**src/rtl/alu_sweep_pkg.sv**
```systemverilog
// Shared types and helpers for the ALU opcode sweep driver.
// The optional running checksum output is enabled with ALU_SWEEP_CHECKSUM_EN.
package alu_sweep_pkg;

    localparam int DEF_WIDTH  = 8;
    localparam int DEF_OPW    = 4;
    localparam int DEF_SETTLE = 1;

    typedef enum logic [1:0] {
        IDLE,
        SETTLE_WAIT,
        PRESENT,
        DONE
    } state_t;

    // Next opcode in the sweep, wrapping at 2**opw.
    function automatic logic [31:0] op_inc(input logic [31:0] op, input int unsigned opw);
        logic [31:0] mask;
        mask = (32'd1 << opw) - 32'd1;
        return (op + 32'd1) & mask;
    endfunction

endpackage

```
**src/rtl/alu_sweep_out_reg.sv**
```systemverilog
// Holding register for one sweep result on a valid/ready stream.
// valid/ready: a transfer occurs on a clock edge where valid && ready; data stays stable until then.
module alu_sweep_out_reg #(
    parameter int W   = 9,
    parameter int OPW = 4
) (
    input  logic           clk,
    input  logic           rst_n,
    input  logic           load,
    input  logic [W-1:0]   load_data,
    input  logic [OPW-1:0] load_opcode,
    input  logic           ready,
    output logic           valid,
    output logic [W-1:0]   data,
    output logic [OPW-1:0] opcode
);

    logic           valid_q, valid_d;
    logic [W-1:0]   data_q, data_d;
    logic [OPW-1:0] opcode_q, opcode_d;

    always_comb begin
        valid_d  = valid_q;
        data_d   = data_q;
        opcode_d = opcode_q;
        if (load) begin
            valid_d  = 1'b1;
            data_d   = load_data;
            opcode_d = load_opcode;
        end else if (valid_q && ready) begin
            valid_d = 1'b0;
        end
    end

    always_ff @(posedge clk or negedge rst_n) begin
        if (!rst_n) begin
            valid_q  <= 1'b0;
            data_q   <= '0;
            opcode_q <= '0;
        end else begin
            valid_q  <= valid_d;
            data_q   <= data_d;
            opcode_q <= opcode_d;
        end
    end

    assign valid  = valid_q;
    assign data   = data_q;
    assign opcode = opcode_q;

endmodule

```
**src/rtl/alu_sweep_driver.sv**
```systemverilog
// Latches an operand pair and steps the ALU through an opcode range, streaming each result.
// Define ALU_SWEEP_CHECKSUM_EN to add the sweep_sum running-XOR output.
module alu_sweep_driver
    import alu_sweep_pkg::*;
#(
    parameter int WIDTH  = DEF_WIDTH,
    parameter int OPW    = DEF_OPW,
    parameter int SETTLE = DEF_SETTLE
) (
    input  logic             clk,
    input  logic             rst_n,
    input  logic             start,
    input  logic [WIDTH-1:0] a_in,
    input  logic [WIDTH-1:0] b_in,
    input  logic [OPW-1:0]   op_first,
    input  logic [OPW-1:0]   op_last,
    output logic [WIDTH-1:0] alu_a,
    output logic [WIDTH-1:0] alu_b,
    output logic [OPW-1:0]   alu_opcode,
    input  logic [WIDTH-1:0] alu_out,
    input  logic             carryout,
    output logic             res_valid,
    input  logic             res_ready,
    output logic [WIDTH:0]   res_data,
    output logic [OPW-1:0]   res_opcode,
    output logic             busy,
    output logic             done
`ifdef ALU_SWEEP_CHECKSUM_EN
    ,
    output logic [WIDTH:0]   sweep_sum
`endif
);

    localparam int CW = $clog2(SETTLE + 1);

    state_t           state_q, state_d;
    logic [WIDTH-1:0] a_q, a_d, b_q, b_d;
    logic [OPW-1:0]   opcode_q, opcode_d, last_q, last_d;
    logic [CW-1:0]    cnt_q, cnt_d;
    logic             load;
    logic             res_hs;

    assign res_hs = res_valid && res_ready;

    always_comb begin
        state_d  = state_q;
        a_d      = a_q;
        b_d      = b_q;
        opcode_d = opcode_q;
        last_d   = last_q;
        cnt_d    = cnt_q;
        load     = 1'b0;
        case (state_q)
            IDLE: begin
                if (start) begin
                    a_d      = a_in;
                    b_d      = b_in;
                    opcode_d = op_first;
                    last_d   = op_last;
                    cnt_d    = CW'(SETTLE);
                    state_d  = SETTLE_WAIT;
                end
            end
            SETTLE_WAIT: begin
                // Capture on the edge where the counter reaches zero.
                cnt_d = cnt_q - CW'(1);
                if (cnt_q <= CW'(1)) begin
                    load    = 1'b1;
                    state_d = PRESENT;
                end
            end
            PRESENT: begin
                if (res_hs) begin
                    if (opcode_q == last_q) begin
                        state_d = DONE;
                    end else begin
                        opcode_d = OPW'(op_inc(32'(opcode_q), OPW));
                        cnt_d    = CW'(SETTLE);
                        state_d  = SETTLE_WAIT;
                    end
                end
            end
            DONE:    state_d = IDLE;
            default: state_d = IDLE;
        endcase
    end

    always_ff @(posedge clk or negedge rst_n) begin
        if (!rst_n) begin
            state_q  <= IDLE;
            a_q      <= '0;
            b_q      <= '0;
            opcode_q <= '0;
            last_q   <= '0;
            cnt_q    <= '0;
        end else begin
            state_q  <= state_d;
            a_q      <= a_d;
            b_q      <= b_d;
            opcode_q <= opcode_d;
            last_q   <= last_d;
            cnt_q    <= cnt_d;
        end
    end

    alu_sweep_out_reg #(
        .W   (WIDTH + 1),
        .OPW (OPW)
    ) u_out_reg (
        .clk         (clk),
        .rst_n       (rst_n),
        .load        (load),
        .load_data   ({carryout, alu_out}),
        .load_opcode (opcode_q),
        .ready       (res_ready),
        .valid       (res_valid),
        .data        (res_data),
        .opcode      (res_opcode)
    );

    assign alu_a      = a_q;
    assign alu_b      = b_q;
    assign alu_opcode = opcode_q;
    assign busy       = (state_q != IDLE);
    assign done       = (state_q == DONE);

`ifdef ALU_SWEEP_CHECKSUM_EN
    logic [WIDTH:0] sum_q, sum_d;

    always_comb begin
        sum_d = sum_q;
        if (state_q == IDLE && start) begin
            sum_d = '0;
        end else if (res_hs) begin
            sum_d = sum_q ^ res_data;
        end
    end

    always_ff @(posedge clk or negedge rst_n) begin
        if (!rst_n) begin
            sum_q <= '0;
        end else begin
            sum_q <= sum_d;
        end
    end

    assign sweep_sum = sum_q;
`endif

endmodule

```
**config.mk**
```make
export PLATFORM = sky130hd
export DESIGN_NAME = alu_sweep_driver
export DESIGN_NICKNAME = d
export VERILOG_FILES = /design/src/rtl/alu_sweep_pkg.sv /design/src/rtl/alu_sweep_out_reg.sv /design/src/rtl/alu_sweep_driver.sv
export SDC_FILE = /design/constraint.sdc
export NUM_CORES = 1
export LEC_CHECK = 0
export CORE_ASPECT_RATIO = 0.9
export CORE_MARGIN = 4
export CORE_UTILIZATION = 45
export DETAILED_ROUTE_END_ITERATION = 12
export PLACE_DENSITY = 0.85
export SLEW_MARGIN = 20
export SYNTH_ARGS = -nofsm -noshare
export SYNTH_HDL_FRONTEND = slang
export SYNTH_SLANG_ARGS = --single-unit
export TNS_END_PERCENT = 5
```
**constraint.sdc**
```tcl
create_clock -name clk -period 4.3 [get_ports clk]
set_clock_uncertainty 0.15 [all_clocks]
set_input_delay 0.43 -clock clk [delete_from_list [all_inputs] [get_ports clk]]
set_output_delay 0.43 -clock clk [all_outputs]
set_load 0.02 [all_outputs]
```
==> results.json, run 1 <==
{
  "status": "completed",
  "cp.required_ns": 3.72,
  "setup_violations": 0,
  "worst_setup_path_end_kind": "primary output",
  "critPathLaunch": "state_q[0]",
  "p_per_area_nw_per_um2": 766,
  "clock_path_buffers": 2,
  "die_w_um": 72.2,
  "grt_max_degree": 41,
  "synth_top_area_cell": "dfrtp_1",
  "hold_viol": 0,
  "start_util_pct": 47.9,
  "cp_max_fo": 7,
  "synth.distinct_cells": 25,
  "antenna_found_initial": 0,
  "syn_area_sq_um": 1670,
  "avgSynthCellArea_sq_um": 9.11,
  "firstDrtPassIters": 4,
  "ios": 73,
  "synthCells": 183,
  "yosysWarnings": 0,
  "synthTopCellsByArea": "dfrtp_1, nand2_1, xor2_1",
  "vias_per_cell": 4.77,
  "routed-via-count": 1440,
  "fin_nets": 295,
  "reg2reg_from": "state_q[0]",
  "fp.coreArea_sq_um": 3480,
  "cts-buffers-inserted": 5,
  "cts_hold_buf": 0,
  "final_common_cell": "nand2_1",
  "postCtsResizedCells": 0,
  "synth_top_area_share_pct": 60.0,
  "die_h_um": 65.8,
  "clock-sinks": 40,
  "cp-start-kind": "flop",
  "grt_pass1_vias": 1393,
  "drcViolationCount": 0,
  "cp.arrival_ns": 1.51,
  "regToRegSetupSlack_ns": 2.41,
  "reg2reg_to": "alu_opcode[3]",
  "holdWs_ns": 0.0890,
  "critPathKind": "flop to primary output",
  "grt_setup_unrepaired": "no",
  "worst_skew_pair.late_latency_ns": 0.30,
  "num_rows": 20,
  "slew_headroom_pct": 42.1,
  "cap_violations": 0,
  "p_leak_nw": 1.22,
  "cts_setup_buffers": 0,
  "hold_class": "input pin to async pin",
  "fin_crit_ns": 2.09,
  "io_buffers": 72,
  "gr-total-overflow": 0,
  "drt-total-wl_mm": 3.80,
  "routedWlPerCell_um": 12.6,
  "synth_nets": 221,
  "area_delta_synth_final_pct": 50.9,
  "globalplace.congestion": 0.697,
  "grt_pass1_wl_mm": 6.26,
  "final_cell_mix": "nand2_1, clkdlybuf4s50_1, dfrtp_1, clkbuf_8",
  "dpl.hpwl_mm": 2.77,
  "drt-initial-drc-count": 42,
  "max_slew.worst_pin.slew_ns": 0.867,
  "ir_worst_vdd_v": 0.000477,
  "cts-root-buf": "clkbuf_8",
  "ant_nets": 0,
  "die_area_sq_um": 4750,
  "fin_util_pct": 72.3,
  "total_power_w": 0.00193,
  "endpoint": "busy",
  "slew_violations": 0,
  "yosysSeqAreaShare_pct": 60.0,
  "fin_tns_setup_ns": 0,
  "ys_seq_elements": 40,
  "path_clk_slew_ns": 0.08,
  "drive_gt1_share_pct": 5.43,
  "fmax_ghz": 0.479,
  "worstRegToRegCells": 5,
  "h-tree-depth": 2,
  "cts_tree": "done",
  "track_usage_pct": 17.8,
  "diodes": 0,
  "fin_crit_sh_pct": 48.5
}
## worst max-delay path, cell delays in order, from the launching register on
cell and delay [ns]:
dfrtp_1 0.44, nor2_1 0.17, inv_1 0.05, clkdlybuf4s50_1 0.54
## cells by family after synthesis
logic type               Yosys count  share of synthesized area, %
flip-flops                        40                          60.0
AND/OR/NAND/NOR                  116                          29.3
XOR/XNOR                           4                          2.10
adder cells (fa/ha/maj)            1                         0.750
AO/OA/AOI/OAI                     12                          5.63
buffers and inverters             10                          2.25
## synth_stat cells (all sizes together)
| library cell | count |
|---|---|
| nand2b | 3 |
| xor2 | 4 |
| o311a | 1 |
| o22ai | 2 |
| a31oi | 1 |
| nand2 | 104 |
| a21oi | 1 |
| and2b | 1 |
| dfrtp | 40 |
| a221o | 1 |
| a2bb2oi | 2 |
| clkbuf | 6 |
| or4 | 1 |
| o211ai | 1 |
| nor2b | 1 |
| nand3 | 1 |
| nor4 | 2 |
| and2 | 1 |
| nor2 | 1 |
| inv | 4 |
| o311ai | 1 |
| o21ai | 2 |
| nor3b | 1 |
| ha | 1 |
## state kept, by name (all words and copies together) (netlist names)
register	count
u_out_reg.valid	1
alu_b	8
last_q	4
alu_a	8
u_out_reg.opcode	4
u_out_reg.data	9
state_q	2
alu_opcode	4
## where the power goes
group          switching (W)  leakage [nW]  internal (W)
combinational       0.000532         0.672      0.000454
clock               0.000126        0.0510      0.000128
sequential          0.000130         0.493      0.000557
total               0.000788          1.22       0.00114
## worst min-delay path by stage
| stage | cells past startpoint | from | end | slack (ns) |
|---|---|---|---|---|
| after floorplan | 0 | rst_n | alu_a[0] | -0.02 |
| after global placement | 2 | u_out_reg.data[4] | u_out_reg.data[4] | 0.31 |
| after detailed placement | 2 | u_out_reg.data[0] | u_out_reg.data[0] | 0.31 |
| after CTS | 1 | rst_n | u_out_reg.data[0] | 0.11 |
| after global routing | 1 | rst_n | u_out_reg.data[4] | 0.17 |
| final | 1 | rst_n | u_out_reg.data[4] | 0.09 |
## through the flow
| step | setup WS [ns] | instances | cell area [sq um] |
|---|---|---|---|
| after floorplan | 2.52 | 183 | 1670 |
| after global placement | 2.02 | 294 | 2420 |
| after detailed placement | 1.97 | 294 | 2420 |
| after CTS | 2.20 | 302 | 2520 |
| after global routing | 2.16 | 302 | 2520 |
| final | 2.21 | 302 | 2520 |
## area by class of cell
| class | instances | area [sq um] |
|---|---|---|
| Clock buffer | 6 | 82.6 |
| Clock inverter | 2 | 10.0 |
| Fill cell | 299 | 962 |
| Inverter | 4 | 15.0 |
| Multi-Input combinational cell | 133 | 629 |
| Sequential cell | 40 | 1000 |
| Tap cell | 44 | 55.1 |
| Timing Repair Buffer | 73 | 723 |
## layer usage
metal  share of wire [%]  track usage (%)
met1                  40             20.4
met2                  44             27.3
met3                  14             8.56
met4                 1.4             9.86
met5                   0                0
Power figures use the tool's default switching activity.
==> run 2, diff against run 1 <==
--- a/config.mk
+++ b/config.mk
@@ -7,9 +7,9 @@
 export LEC_CHECK = 0
 export CORE_ASPECT_RATIO = 0.9
 export CORE_MARGIN = 4
-export CORE_UTILIZATION = 45
+export CORE_UTILIZATION = 37
 export DETAILED_ROUTE_END_ITERATION = 12
-export PLACE_DENSITY = 0.85
+export PLACE_DENSITY = 0.75
 export SLEW_MARGIN = 20
 export SYNTH_ARGS = -nofsm -noshare
 export SYNTH_HDL_FRONTEND = slang
==> constraint.sdc (replaced) <==
create_clock -name clk -period 1.9 [get_ports clk]
set_clock_uncertainty 0.15 [all_clocks]
set_input_delay 0.19 -clock clk [delete_from_list [all_inputs] [get_ports clk]]
set_output_delay 0.19 -clock clk [all_outputs]
set_load 0.02 [all_outputs]
==> run 2 against run 1 <==
Net effect:
- final cell count up 7.3%
- worst hold slack better by 0.19 ns
- die area up 19%
- core utilization down 11 points
- non-clock buffer count up 7
- count of clock-buffer cells in the layout unchanged
- largest power group unchanged
- clock power up 100%
- routed wire length up 8.3%
==> results.json, run 2 (synthesis gave the netlist of run 1 again) <==
{
  "status": "completed",
  "drcViolationCount": 0,
  "grt_max_degree": 27,
  "drt-initial-drc-count": 53,
  "num_rows": 22,
  "final_common_cell": "nand2_1",
  "hold_class": "input pin to flop",
  "routedWlPerCell_um": 12.7,
  "grt_pass1_vias": 1497,
  "use_met2_pct": 23.5,
  "cts_setup_buffers": 0,
  "worstRegToRegCells": 4,
  "track_usage_pct": 15.3,
  "grt_use_met1_pct": 19.8,
  "fin_crit_sh_pct": 95.8,
  "fin_tns_setup_ns": 0,
  "register_area_sq_um": 1000,
  "slew_violations": 0,
  "diodes": 0,
  "max_slew.worst_pin.slew_ns": 0.934,
  "cts-buffers-inserted": 5,
  "use_met3_pct": 6.03,
  "final_cell_area_sq_um": 2580,
  "critPathMaxStageDelay_ns": 0.61,
  "area_delta_synth_final_pct": 54.7,
  "setup_violations": 0,
  "globalplace.congestion": 0.807,
  "cp_max_fo": 7,
  "fmax_ghz": 0.549,
  "worstPathCellList": "and2_1 > clkdlybuf4s50_1",
  "final_cell_mix": "nand2_1, clkdlybuf4s50_1, dfrtp_1, buf_4, clkbuf_8",
  "dpl.hpwl_mm": 3.03,
  "fillers": 377,
  "drt-total-wl_mm": 4.11,
  "ir_worst_vdd_v": 0.000855,
  "p_leak_nw": 1.25,
  "fin_ws_ns": 0.0800,
  "multiInputGateArea_sq_um": 629,
  "die_area_sq_um": 5650,
  "cts-root-buf": "clkbuf_8",
  "io_buffers": 72,
  "cp-start-kind": "flop",
  "clock_path_buffers": 2,
  "vias_per_cell": 4.51,
  "ios": 73,
  "cp.arrival_ns": 1.48,
  "cap_violations": 0,
  "top_usage_layer": "met2",
  "fin_crit_ns": 1.82,
  "cts_tree": "done",
  "ant_nets": 0,
  "path_clk_slew_ns": 0.07,
  "grt_pass1_wl_mm": 6.71,
  "routed-via-count": 1460,
  "die_w_um": 78.8,
  "post_dp_cell_area_sq_um": 2490,
  "h-tree-depth": 2,
  "firstDrtPassIters": 4,
  "cp.required_ns": 1.56,
  "antenna_found_initial": 0,
  "critPathKind": "flop to primary output",
  "fp.coreArea_sq_um": 4210,
  "slew_headroom_pct": 37.6,
  "cp_slowest_cell": "clkdlybuf4s50_1",
  "worst_skew_pair.late_latency_ns": 0.29,
  "fin_nets": 302,
  "min_path_cells": 3,
  "drive_gt1_share_pct": 7.20,
  "dpl_worst_slack_ns": 0.0483,
  "clock-sinks": 40,
  "p_per_area_nw_per_um2": 1700,
  "grt_setup_unrepaired": "no",
  "start_util_pct": 39.6,
  "gr-total-overflow": 0,
  "die_h_um": 71.7,
  "worst_setup_path_end_kind": "primary output",
  "hold_viol": 0,
  "largest_reg_flops": 9
}
==> run 2: cell types whose count changed in the layout (fill, tap and decap cells not counted), sizes merged <==
cell	before	now
buf	2	8
dlygate4sd3	0	1
clkdlybuf4s50	71	70
dlymetal6s2s	0	1
clkinv	2	1
==> run 2: routing by layer <==
metal / wire length [um] / up-vias
li1: - / 737
met1: 1920 / 654
met2: 1750 / 64
met3: 395 / 5
met4: 48 / 0
met5: 0 / -
==> run 2: final cells by class <==
cell class,count,area share (%)
multi-input combinational,133,24.4
sequential,40,38.8
tap,60,2.91
clock buffer,6,2.81
inverter,4,0.582
clock inverter,1,0.194
timing repair buffer,80,30.3
==> run 2: what timing repair did <==
item                                    in CTS  in global routing
resized for setup                            0                  2
endpoints found under the setup margin       0                  2
hold endpoints to repair                    24                  0
hold buffers                                 1                  0
==> run 2: critical path: cells and delay by family, from the launching register on <==
kind,cells,cell delay [ns]
flip-flops,1,0.44
AND/OR/NAND/NOR,1,0.15
buffers and inverters,1,0.61
==> run 2: final timing paths <==
check                                        from                 to  slack, ns
worst min-delay path                      a_in[4]           alu_a[4]       0.27
max in group asynchronous                   rst_n         state_q[1]       0.75
min in group asynchronous                   rst_n  u_out_reg.data[7]       0.29
worst min register to register  u_out_reg.data[5]  u_out_reg.data[5]       0.32
worst max register to register         state_q[0]      alu_opcode[3]       0.13
worst max-delay path                   state_q[0]               done       0.08
==> run 2: through the flow <==
stage	utilization (%)	hold slack (ns)	std cells	total power, W
3_3_place_gp	59.1	0.0792	316	0.00385
5_1_grt	61.3	0.263	324	0.00473
3_5_place_dp	59.1	0.0768	316	0.00390
2_1_floorplan	-	-0.256	183	0.00279
4_1_cts	61.2	0.266	324	0.00445
6_report	61.3	0.275	324	0.00438
==> run 2: where the power goes <==
part           switching [W]  internal [W]  total [W]
combinational        0.00126       0.00108    0.00234
sequential          0.000266       0.00126    0.00153
clock               0.000263      0.000249   0.000513
